===== src/rtl/ex_stage.sv =====
// Execute stage: stage register, combinational ALU with forwarding outputs, and an optional
// iterative HI/LO divider built only when EX_DIV_EN is defined.
module ex_stage (
    input  logic        clk,
    input  logic        rst,
    input  logic        stall_i,
    input  logic [7:0]  aluop_i,
    input  logic [2:0]  alusel_i,
    input  logic [31:0] reg1_i,
    input  logic [31:0] reg2_i,
    input  logic [4:0]  wd_i,
    input  logic        wreg_i,
    output logic [4:0]  wd_o,
    output logic        wreg_o,
    output logic [31:0] wdata_o,
    output logic        stallreq_o,
    output logic [31:0] hi_o,
    output logic [31:0] lo_o
);

    localparam logic [7:0] OpOr   = 8'h25;
    localparam logic [7:0] OpAnd  = 8'h24;
    localparam logic [7:0] OpXor  = 8'h26;
    localparam logic [7:0] OpNor  = 8'h27;
    localparam logic [7:0] OpSll  = 8'h7C;
    localparam logic [7:0] OpSrl  = 8'h02;
    localparam logic [7:0] OpSra  = 8'h03;
    localparam logic [7:0] OpAddu = 8'h21;
    localparam logic [7:0] OpSubu = 8'h23;
    localparam logic [7:0] OpSlt  = 8'h2A;
    localparam logic [7:0] OpSltu = 8'h2B;
    localparam logic [7:0] OpMfhi = 8'h10;
    localparam logic [7:0] OpMflo = 8'h12;

    localparam logic [2:0] SelNop   = 3'd0;
    localparam logic [2:0] SelLogic = 3'd1;
    localparam logic [2:0] SelShift = 3'd2;
    localparam logic [2:0] SelMove  = 3'd3;
    localparam logic [2:0] SelArith = 3'd4;

    logic [7:0]  aluop_q;
    logic [2:0]  alusel_q;
    logic [31:0] reg1_q, reg2_q;
    logic [4:0]  wd_q;
    logic        wreg_q;

    always_ff @(posedge clk) begin
        if (rst) begin
            aluop_q  <= 8'h00;
            alusel_q <= SelNop;
            reg1_q   <= '0;
            reg2_q   <= '0;
            wd_q     <= '0;
            wreg_q   <= 1'b0;
        end else if (!stall_i) begin
            aluop_q  <= aluop_i;
            alusel_q <= alusel_i;
            reg1_q   <= reg1_i;
            reg2_q   <= reg2_i;
            wd_q     <= wd_i;
            wreg_q   <= wreg_i;
        end
    end

`ifdef EX_DIV_EN
    localparam logic [7:0] OpDiv  = 8'h1A;
    localparam logic [7:0] OpDivu = 8'h1B;

    typedef enum logic [1:0] {StIdle, StBusy, StDone} div_state_e;

    div_state_e  state_q, state_d;
    logic [4:0]  cnt_q, cnt_d;
    logic [31:0] rem_q, rem_d, quo_q, quo_d, dvs_q, dvs_d;
    logic        qneg_q, qneg_d, rneg_q, rneg_d;
    logic [31:0] hi_q, hi_d, lo_q, lo_d;

    logic        is_div, is_signed, ge;
    logic [32:0] shifted;
    logic [31:0] diff, mag1, mag2;

    always_comb begin
        is_div     = (aluop_q == OpDiv) || (aluop_q == OpDivu);
        is_signed  = (aluop_q == OpDiv);
        mag1       = (is_signed && reg1_q[31]) ? -reg1_q : reg1_q;
        mag2       = (is_signed && reg2_q[31]) ? -reg2_q : reg2_q;
        // Restoring step: shift next dividend bit into the partial remainder and try to subtract.
        shifted    = {rem_q, quo_q[31]};
        ge         = shifted >= {1'b0, dvs_q};
        diff       = shifted[31:0] - dvs_q;

        state_d    = state_q;
        cnt_d      = cnt_q;
        rem_d      = rem_q;
        quo_d      = quo_q;
        dvs_d      = dvs_q;
        qneg_d     = qneg_q;
        rneg_d     = rneg_q;
        hi_d       = hi_q;
        lo_d       = lo_q;
        stallreq_o = 1'b0;

        case (state_q)
            StIdle: begin
                if (is_div) begin
                    stallreq_o = 1'b1;
                    if (reg2_q == '0) begin
                        // Divide-by-zero result is staged so DONE writes it like any other.
                        state_d = StDone;
                        rem_d   = reg1_q;
                        quo_d   = '1;
                        qneg_d  = 1'b0;
                        rneg_d  = 1'b0;
                    end else begin
                        state_d = StBusy;
                        cnt_d   = '0;
                        rem_d   = '0;
                        quo_d   = mag1;
                        dvs_d   = mag2;
                        qneg_d  = is_signed && (reg1_q[31] ^ reg2_q[31]);
                        rneg_d  = is_signed && reg1_q[31];
                    end
                end
            end
            StBusy: begin
                stallreq_o = is_div;
                rem_d      = ge ? diff : shifted[31:0];
                quo_d      = {quo_q[30:0], ge};
                cnt_d      = cnt_q + 5'd1;
                if (cnt_q == 5'd31) state_d = StDone;
            end
            StDone: begin
                state_d = StIdle;
                hi_d    = rneg_q ? -rem_q : rem_q;
                lo_d    = qneg_q ? -quo_q : quo_q;
            end
            default: state_d = StIdle;
        endcase
    end

    always_ff @(posedge clk) begin
        if (rst) begin
            state_q <= StIdle;
            cnt_q   <= '0;
            rem_q   <= '0;
            quo_q   <= '0;
            dvs_q   <= '0;
            qneg_q  <= 1'b0;
            rneg_q  <= 1'b0;
            hi_q    <= '0;
            lo_q    <= '0;
        end else begin
            state_q <= state_d;
            cnt_q   <= cnt_d;
            rem_q   <= rem_d;
            quo_q   <= quo_d;
            dvs_q   <= dvs_d;
            qneg_q  <= qneg_d;
            rneg_q  <= rneg_d;
            hi_q    <= hi_d;
            lo_q    <= lo_d;
        end
    end

    assign hi_o = hi_q;
    assign lo_o = lo_q;
`else
    assign stallreq_o = 1'b0;
    assign hi_o       = '0;
    assign lo_o       = '0;
`endif

    always_comb begin
        wdata_o = '0;
        case (alusel_q)
            SelNop: wdata_o = '0;
            SelLogic: begin
                case (aluop_q)
                    OpOr:    wdata_o = reg1_q | reg2_q;
                    OpAnd:   wdata_o = reg1_q & reg2_q;
                    OpXor:   wdata_o = reg1_q ^ reg2_q;
                    OpNor:   wdata_o = ~(reg1_q | reg2_q);
                    default: wdata_o = '0;
                endcase
            end
            SelShift: begin
                case (aluop_q)
                    OpSll:   wdata_o = reg2_q << reg1_q[4:0];
                    OpSrl:   wdata_o = reg2_q >> reg1_q[4:0];
                    OpSra:   wdata_o = $unsigned($signed(reg2_q) >>> reg1_q[4:0]);
                    default: wdata_o = '0;
                endcase
            end
            SelMove: begin
                case (aluop_q)
                    OpMfhi:  wdata_o = hi_o;
                    OpMflo:  wdata_o = lo_o;
                    default: wdata_o = '0;
                endcase
            end
            SelArith: begin
                case (aluop_q)
                    OpAddu:  wdata_o = reg1_q + reg2_q;
                    OpSubu:  wdata_o = reg1_q - reg2_q;
                    OpSlt:   wdata_o = {31'b0, $signed(reg1_q) < $signed(reg2_q)};
                    OpSltu:  wdata_o = {31'b0, reg1_q < reg2_q};
                    default: wdata_o = '0;
                endcase
            end
            default: wdata_o = '0;
        endcase
    end

    assign wd_o   = wd_q;
    assign wreg_o = wreg_q;

endmodule


===== config.mk =====
export PLATFORM = sky130hd
export DESIGN_NAME = ex_stage
export DESIGN_NICKNAME = d
export VERILOG_FILES = /design/src/rtl/ex_stage.sv
export SDC_FILE = /design/constraint.sdc
export NUM_CORES = 1
export LEC_CHECK = 0
export ABC_CLOCK_PERIOD_IN_PS = 8500
export CAP_MARGIN = 25
export CORE_MARGIN = 1
export CORE_UTILIZATION = 35
export DETAILED_ROUTE_END_ITERATION = 16
export PLACE_DENSITY = 0.52
export SYNTH_ARGS = -nofsm -noshare
export SYNTH_HDL_FRONTEND = slang
export SYNTH_SLANG_ARGS = --single-unit

===== constraint.sdc =====
create_clock -name clk -period 8.5 [get_ports clk]
set_clock_uncertainty 0.2 [all_clocks]
set_input_delay 1.7 -clock clk [delete_from_list [all_inputs] [get_ports clk]]
set_output_delay 1.7 -clock clk [all_outputs]
set_load 0.02 [all_outputs]

Word level (Yosys, flattened, before mapping)
Index checks and enable logic that the tools add are counted.
{ "classes": {"n_eq_ne": 14, "n_addsub": 2, "bitwise_logic": 4, "muxes": 4, "magnitude_cmp": 2, "n_shift": 3} }
{ "ops": {"columns": ["operator", "count"], "rows": [
  ["$pmux 32 s4", 2],
  ["$pmux 32 s3", 2],
  ["$eq 8x6->1 const B", 8],
  ["$lt 32x32->1", 2],
  ["$add 32x32->32", 1],
  ["$and 32x32->32", 1],
  ["$not 32->32", 1],
  ["$or 32x32->32", 1],
  ["$shl 32x5->32", 1],
  ["$shr 32x5->32", 1],
  ["$sshr 32x5->32", 1],
  ["$sub 32x32->32", 1],
  ["$xor 32x32->32", 1],
  ["$eq 8x2->1 const B", 2],
  ["$eq 8x7->1 const B", 1],
  ["$eq 3x1->1 const B", 1],
  ["$eq 3x2->1 const B", 1],
  ["$eq 3x3->1 const B", 1]
]} }
{ "totals": {"elab_cells": 35, "reg_bits": 81} }

Logic depth before layout (Yosys ltp)
Gate-level depths: netlist of run 1.
{ "logic_depth": {"depth_word": 4, "mapped_depth": 15, "depth_no_buf": 12} }

Worst setup path after synthesis of run 1
Ideal clock, no wire load.
{ "synth_timing": {"path_type": "register to output", "from": "register reg1_q[0]", "to": "output wdata_o[22]", "slack_ns": 2.465, "arrival_ns": 4.135, "n_path_buf": 2, "path_stages_with_launch": 15, "cell_sequence": "dfxtp_1 > buf_2 > clkinv_1 > clkbuf_1 > ha_1 > fa_1 > o21ba_2 > a2111oi_2 > o21ai_0 > o21a_1 > o31ai_1 > a311oi_1 > o21bai_1 > xnor2_1 > o21ai_0"} }
{ "synth_via": {"elab_chain_cells": 3} }
{ "synth_lines": {"columns": ["element", "line_no", "text"], "rows": [
  ["from (decl)", "43", "logic [31:0] reg1_q, reg2_q;"],
  ["from (signal assigned)", "58", "reg1_q <= reg1_i;"],
  ["$sub 32x32->32, or another cell as far along", "203", "OpSubu: wdata_o = reg1_q - reg2_q;"],
  ["$pmux 32 s4 or $pmux 32 s3 (tied branches)", "201, 186", null],
  ["$pmux 32 s3 (*)", "174", "case (alusel_q)"],
  ["to (decl)", "15", "output logic [31:0] wdata_o,"]
]} }
Mark *: on every way between the ends. The rest lies on a longest branch, timed or not.

Worst setup path in the final report of run 1
{ "layout_timing": {"from": "register reg1_q[0]", "to": "output wdata_o[30]"} }
Same word-level chain as after synthesis.

==> reports/metrics.yaml, run 1 <==
status:
  run_status: "finished clean"
sta:
  worstMarginPinSlew_ns: 1.01
  maxSlewHeadroom_pct: 32.4
  finalMaxSlewViolations: 0
  max_freq_mhz: 129
  finalHoldViolations: 0
  post-route-period-util_pct: 91.1
  rsz0062_at_grt: "no"
  setup_tns_ns: 0
  final-setup-viol-count: 0
  period_needed_ns: 7.74
power:
  internal-power_uw: 877
  power_leakage_nw: 5.42
  netSwitchingPower_uw: 658
  power_mw: 1.54
  vdd_drop_max_mv: 0.100
  pwr-share-clk_pct: 25.9
  pwr-share-comb_pct: 44.4
  p_per_area_nw_per_um2: 111
  switching_share_pct: 42.9
  power_frac_seq_pct: 29.8
worst_setup_path:
  cp.required_ns: 6.60
  path_cells: "clkinv_1 > ha_1 > fa_1 > o21ba_2 > a2111oi_2 > o21ai_0 > a21boi_0 > o21ai_0 > o21ai_0 > a21oi_1 > o31a_1 > o211ai_1 > clkdlybuf4s50_1"
  worst_setup_path_end_kind: "primary output"
  crit_family: "compound AO/OA/AOI/OAI gates"
  crit_buf_inv: 2
  critical-path-max-stage-delay_ns: 0.64
  startpoint: "reg1_q[0]$_SDFFE_PP0N_"
  cpMostUsedCell: "o21ai_0"
  slowest_stage: "clkdlybuf4s50_1"
  critPathLaunchType: "flop"
  worstSetupPathType: "reg2out"
  crit_arrival_ns: 5.84
  rr_startpoint: "reg1_q[1]$_SDFFE_PP0N_"
  path_max_fanout: 19
worst_hold_path:
  hold_path_class: "reg2reg"
  hp-start: "wd_o[1]$_SDFFE_PP0N_"
cells_and_area:
  drive_gt1_share_pct: 7.92
  syn2layout_area_growth_pct: 11.5
  fin_cells: 2097
  final_common_cell: "nor2_1"
  finalNetCount: 1820
  most-common-layout-cells: "nor2_1 (220), mux2i_1 (142), a21oi_1 (142), clkdlybuf4s50_1 (119), ha_1 (97)"
  antennaDiodeCount: 0
  post-route-util_pct: 39.8
placed_design:
  io_buffers: 121
  gp_congestion: 0.997
  dp.cells: 2081
  dpl.hpwl_um: 35400
clock_tree:
  clock_latency_ns: 0.38
  cts-hold-fix-buffers: 0
  htreeDepth: 3
  cts_buffers: 9
  cts_tree: "done"
  clk_root_buffer_cell: "clkbuf_16"
  cts.sinks: 81
  cts_setup_buffers: 0
  clkTransAtPathRegs_ns: 0.07
  ctsLongestPathBuffers: 2
  cts-resized-gates: 0
synth:
  yosys_warnings: 0
  synth.largest_area_cell: "dfxtp_1"
  syn_avg_cell_area_sq_um: 7.64
  ys_seq_area_share_pct: 13.1
  netlist_area_sq_um: 12400
  synthTopCellsByArea: "dfxtp_1 (13%), mux2i_1 (11%), mux4_2 (9.8%)"
  synth-seq-cells: 81
  syn_inst: 1623
  synth_edf_count: 0
  yosysUniqueCellTypes: 76
  ys.flop_type: "dfxtp_1"
  synth_top_area_share_pct: 13.1
  synth_async_sr_flop_share_pct: 0
routing:
  final_antenna_net_count: 0
  vias: 12200
  via_per_inst: 5.80
  wl_per_cell_um: 22.4
  routed_wl_um: 47100
  drt_iter0_drc: 1321
  drc: 0
  first_pass_iters: 5
grt:
  grt-ovfl-total: 0
  grt_pass1_vias: 11200
  grt_max_degree: 82
  grt_usage_pct: 25.9
  grt_pass1_wl_um: 71200
  antenna_found_initial: 1
run:
  drv_cap: 0
die:
  rows: 68
  start_util_pct: 35.7
  dieArea_sq_um: 36200
  num_io_pins: 187
  fp.dieW_um: 190
  core_sq_um: 34700
  dieHeight_um: 190
==> cells by family (layout without fill, tap and decap cells) <==
family | count (synthesis) | count (layout) | share of synthesized area (%)
AND/OR/NAND/NOR | 430 | 430 | 15.3
flip-flops | 81 | 81 | 13.1
buffers and inverters | 299 | 254 | 11.4
other | 1 | 65 | 0.0302
adder cells (fa/ha/maj) | 99 | 99 | 10.1
multiplexers | 212 | 212 | 22.7
XOR/XNOR | 61 | 61 | 4.31
AO/OA/AOI/OAI | 440 | 440 | 23.1
==> sequential cells by signal, indices dropped and copies added, names as in the netlist <==
signal	count
wd_o	5
wreg_o	1
reg2_q	32
alusel_q	3
aluop_q	8
reg1_q	32
==> routing by layer <==
metal  track usage (%)  part of all wire [%]  vias up
met5                 0                     0        -
met4              6.31                   1.8        0
met3              4.16                   6.7       44
met2              39.2                    43      447
met1              38.0                    48     5925
li1                  -                     -     5738
==> worst paths after layout <==
path                            end  slack [ns]  depth (start not counted)
min reg2reg    wd_o[1]$_SDFFE_PP0N_        0.30                          2
max reg2reg  reg1_q[1]$_SDFFE_PP0N_        6.76                          3
min            wd_o[1]$_SDFFE_PP0N_        0.30                          2
max                     wdata_o[30]        0.76                         13
==> through the flow <==
stage / hold WS (ns) / cell area [sq um] / setup WS, ns
4_1_cts: 0.305 / 13800 / 0.798
3_3_place_gp: 0.277 / 13500 / 1.33
5_1_grt: 0.328 / 13800 / 0.395
6_report: 0.300 / 13800 / 0.758
2_1_floorplan: 0.293 / 12600 / 2.47
3_5_place_dp: 0.288 / 13500 / 1.23
==> worst reg2reg max path: cells and delay by family, from the launching register on <==
family | cells | cell delay, ns
mux | 1 | 0.17
buf+inv | 1 | 0.74
flops | 1 | 0.44
simple gates | 1 | 0.12
==> Yosys cell counts (8+ instances only) <==
master,instances
mux4_2,54
inv_1,92
a21oi_1,142
nand2_1,87
a221oi_1,9
o211ai_1,19
dfxtp_1,81
buf_2,23
mux2i_1,142
buf_4,67
a211oi_1,37
nand3_1,20
buf_1,23
clkbuf_1,91
xor2_1,16
mux2_2,16
o21bai_1,14
nor4_1,9
nor2_1,220
a221o_1,8
xnor2_1,45
a21o_1,16
o221ai_1,24
ha_1,97
nor2b_1,17
o21ai_0,87
nor3_1,28
nand4_1,9
==> cell type report <==
type	count	area, sq um
clock buffers	10	229
multi-input cells	1307	9610
flip-flops and latches	81	1640
well taps	455	569
repair buffers	144	1380
inverters	94	353
clock inverters	6	51.3
fillers	3682	20900
==> power groups by stage <==
| stage | Combinational (mW) | Sequential, mW | Clock, mW |
|---|---|---|---|
| after global routing | 0.738 | 0.462 | 0.429 |
| after floorplan | 0.513 | 0.436 | 0 |
| after detailed placement | 0.669 | 0.465 | 0 |
| final | 0.681 | 0.457 | 0.397 |
| after global placement | 0.671 | 0.463 | 0 |
| after CTS | 0.673 | 0.456 | 0.413 |
Power figures use the tool's default switching activity.
==> run 2, diff against run 1 <==
CORE_UTILIZATION = 40   (was 35)
PLACE_DENSITY = 0.58   (was 0.52)
TNS_END_PERCENT = 20   (was not set)
==> run 2 against run 1 <==
Compared with the run above:
- worst hold slack lost 0.0047 ns
- combinational power shrank 2%
- critical path depth is the same
- global-route usage grew 2.3 points
- critical path type unchanged
==> reports/metrics.yaml, run 2 (synthesis gave the netlist of run 1 again) <==
routing:
  drc: 0  # unchanged
  final_antenna_net_count: 0  # unchanged
  drt_iter0_drc: 1223  # -7.4%
  via_per_inst: 6.00  # +3.5%
  wl_per_cell_um: 22.0  # -2.1%
  vias: 12200  # +0.48%
  first_pass_iters: 8  # +3
  routed_wl_um: 44700  # -5.0%
power:
  internal-power_uw: 888  # +1.2%
  power_leakage_nw: 5.43  # about the same
  pwr-share-clk_pct: 27.2  # +1.3 points
  pwr-share-comb_pct: 43.3  # -1.1 points
  netSwitchingPower_uw: 659  # +0.18%
  power_mw: 1.55  # +0.76%
  switching_share_pct: 42.6  # -0.25 points
  p_per_area_nw_per_um2: 113  # +1.3%
  power_frac_seq_pct: 29.5  # -0.3 points
  vdd_drop_max_mv: 0.0834  # -17%
grt:
  grt_max_degree: 82  # unchanged
  antenna_found_initial: 1  # unchanged
  grt_pass1_vias: 11100  # -0.80%
  grt_pass1_wl_um: 67600  # -5.0%
  grt_usage_pct: 28.3  # +2.3 points
  grt-ovfl-total: 0  # unchanged
placed_design:
  dpl.hpwl_um: 33500  # -5.5%
  gp_congestion: 0.999  # +0.12%
  io_buffers: 121  # unchanged
sta:
  post-route-period-util_pct: 89.8  # -1.3 points
  setup_tns_ns: 0  # unchanged
  final-setup-viol-count: 0  # unchanged
  max_freq_mhz: 131  # +1.5%
  finalMaxSlewViolations: 0  # unchanged
  finalHoldViolations: 0  # unchanged
  worstMarginPinSlew_ns: 0.941  # -0.0720 ns
  period_needed_ns: 7.63  # -0.111 ns
  rsz0062_at_grt: "no"
  maxSlewHeadroom_pct: 37.2  # +4.8 points
clock_tree:
  htreeDepth: 3  # unchanged
  clk_root_buffer_cell: "clkbuf_16"
  cts-hold-fix-buffers: 0  # unchanged
  cts_tree: "done"
  clock_latency_ns: 0.36  # -0.02 ns
  ctsLongestPathBuffers: 2  # unchanged
  cts-resized-gates: 0  # unchanged
  cts_buffers: 9  # unchanged
  clkTransAtPathRegs_ns: 0.07  # about the same
  cts.sinks: 81  # unchanged
  cts_setup_buffers: 0  # unchanged
cells_and_area:
  most-common-layout-cells: "nor2_1 (220), mux2i_1 (142), a21oi_1 (142), clkdlybuf4s50_1 (119), ha_1 (97)"
  finalNetCount: 1817  # -0.16%
  syn2layout_area_growth_pct: 10.9
  drive_gt1_share_pct: 7.81  # -0.11 points
  largest_registers: "reg1_q x32, reg2_q x32, aluop_q x8"
  antennaDiodeCount: 0  # unchanged
  final_common_cell: "nor2_1"
worst_setup_path:
  path_max_fanout: 20  # +1
  worstSetupPathType: "reg2out"
  critPathLaunchType: "flop"
  startpoint: "reg1_q[0]$_SDFFE_PP0N_"
  crit_arrival_ns: 5.73  # -0.11 ns
  cp.required_ns: 6.60  # about the same
  rr_startpoint: "reg1_q[1]$_SDFFE_PP0N_"
  worst_setup_path_end_kind: "primary output"
die:
  dieArea_sq_um: 31700  # -12%
  dieHeight_um: 178  # -6.4%
  core_sq_um: 30500  # -12%
  rows: 64  # -5.9%
  fp.dieW_um: 178  # -6.4%
  start_util_pct: 40.6  # +4.9 points
  num_io_pins: 187  # unchanged
worst_hold_path:
  hp-start: "wd_o[0]$_SDFFE_PP0N_"
  hold_path_class: "reg2reg"
status:
  run_status: "finished clean"
run:
  drv_cap: 0  # unchanged
## run 2: path summary, 6_finish.rpt
| check | cells after the start | slack (ns) | endpoint |
|---|---|---|---|
| setup / recovery | 13 | 0.87 | wdata_o[30] |
| hold / removal | 2 | 0.30 | wd_o[0]$_SDFFE_PP0N_ |
| setup reg to reg | 3 | 6.72 | reg1_q[1]$_SDFFE_PP0N_ |
| hold reg to reg | 2 | 0.30 | wd_o[0]$_SDFFE_PP0N_ |
## run 2: power groups by stage
stage	clock network [mW]	registers, mW	logic [mW]
finish	0.420	0.456	0.670
CTS	0.437	0.455	0.661
global route	0.449	0.461	0.730
detailed placement	0	0.464	0.657
global placement	0	0.463	0.657
floorplan	0	0.436	0.513
## run 2: area by class of cell
type	count	area (sq um)
well taps	396	495
multi-input cells	1307	9610
repair buffers	141	1350
fillers	3110	16800
clock buffers	10	239
inverters	94	353
flip-flops and latches	81	1640
clock inverters	6	57.6
## run 2: per-layer routing
metal | track usage (%) | part of all wire [%] | vias to the layer above
li1 | - | - | 5737
met1 | 40.5 | 45 | 5849
met2 | 43.1 | 44 | 575
met3 | 4.86 | 8.4 | 51
met4 | 7.69 | 2.1 | 0
met5 | 0 | 0 | -
## run 2: per-stage QoR
stage	hold slack [ns]	cell area (sq um)	std cells	utilization (%)	setup slack, ns
5_1_grt	0.325	13700	2035	45.1	0.473
3_3_place_gp	0.274	13500	2019	44.1	1.36
2_1_floorplan	0.293	12600	1687	-	2.47
4_1_cts	0.307	13700	2035	45.1	0.871
6_report	0.295	13700	2035	45.1	0.868
3_5_place_dp	0.289	13500	2019	44.1	1.30
## run 2: worst max-delay path, stage by stage (launching register included)
cell and delay, ns:
dfxtp_4 0.55, clkinv_1 0.53, ha_1 0.53, fa_1 0.42, o21ba_2 0.25, a2111oi_2 0.50
o21ai_0 0.23, a21boi_0 0.33, o21ai_0 0.25, o21ai_0 0.49, a21oi_1 0.22, o31a_1 0.31
o211ai_1 0.11, clkdlybuf4s50_1 0.64
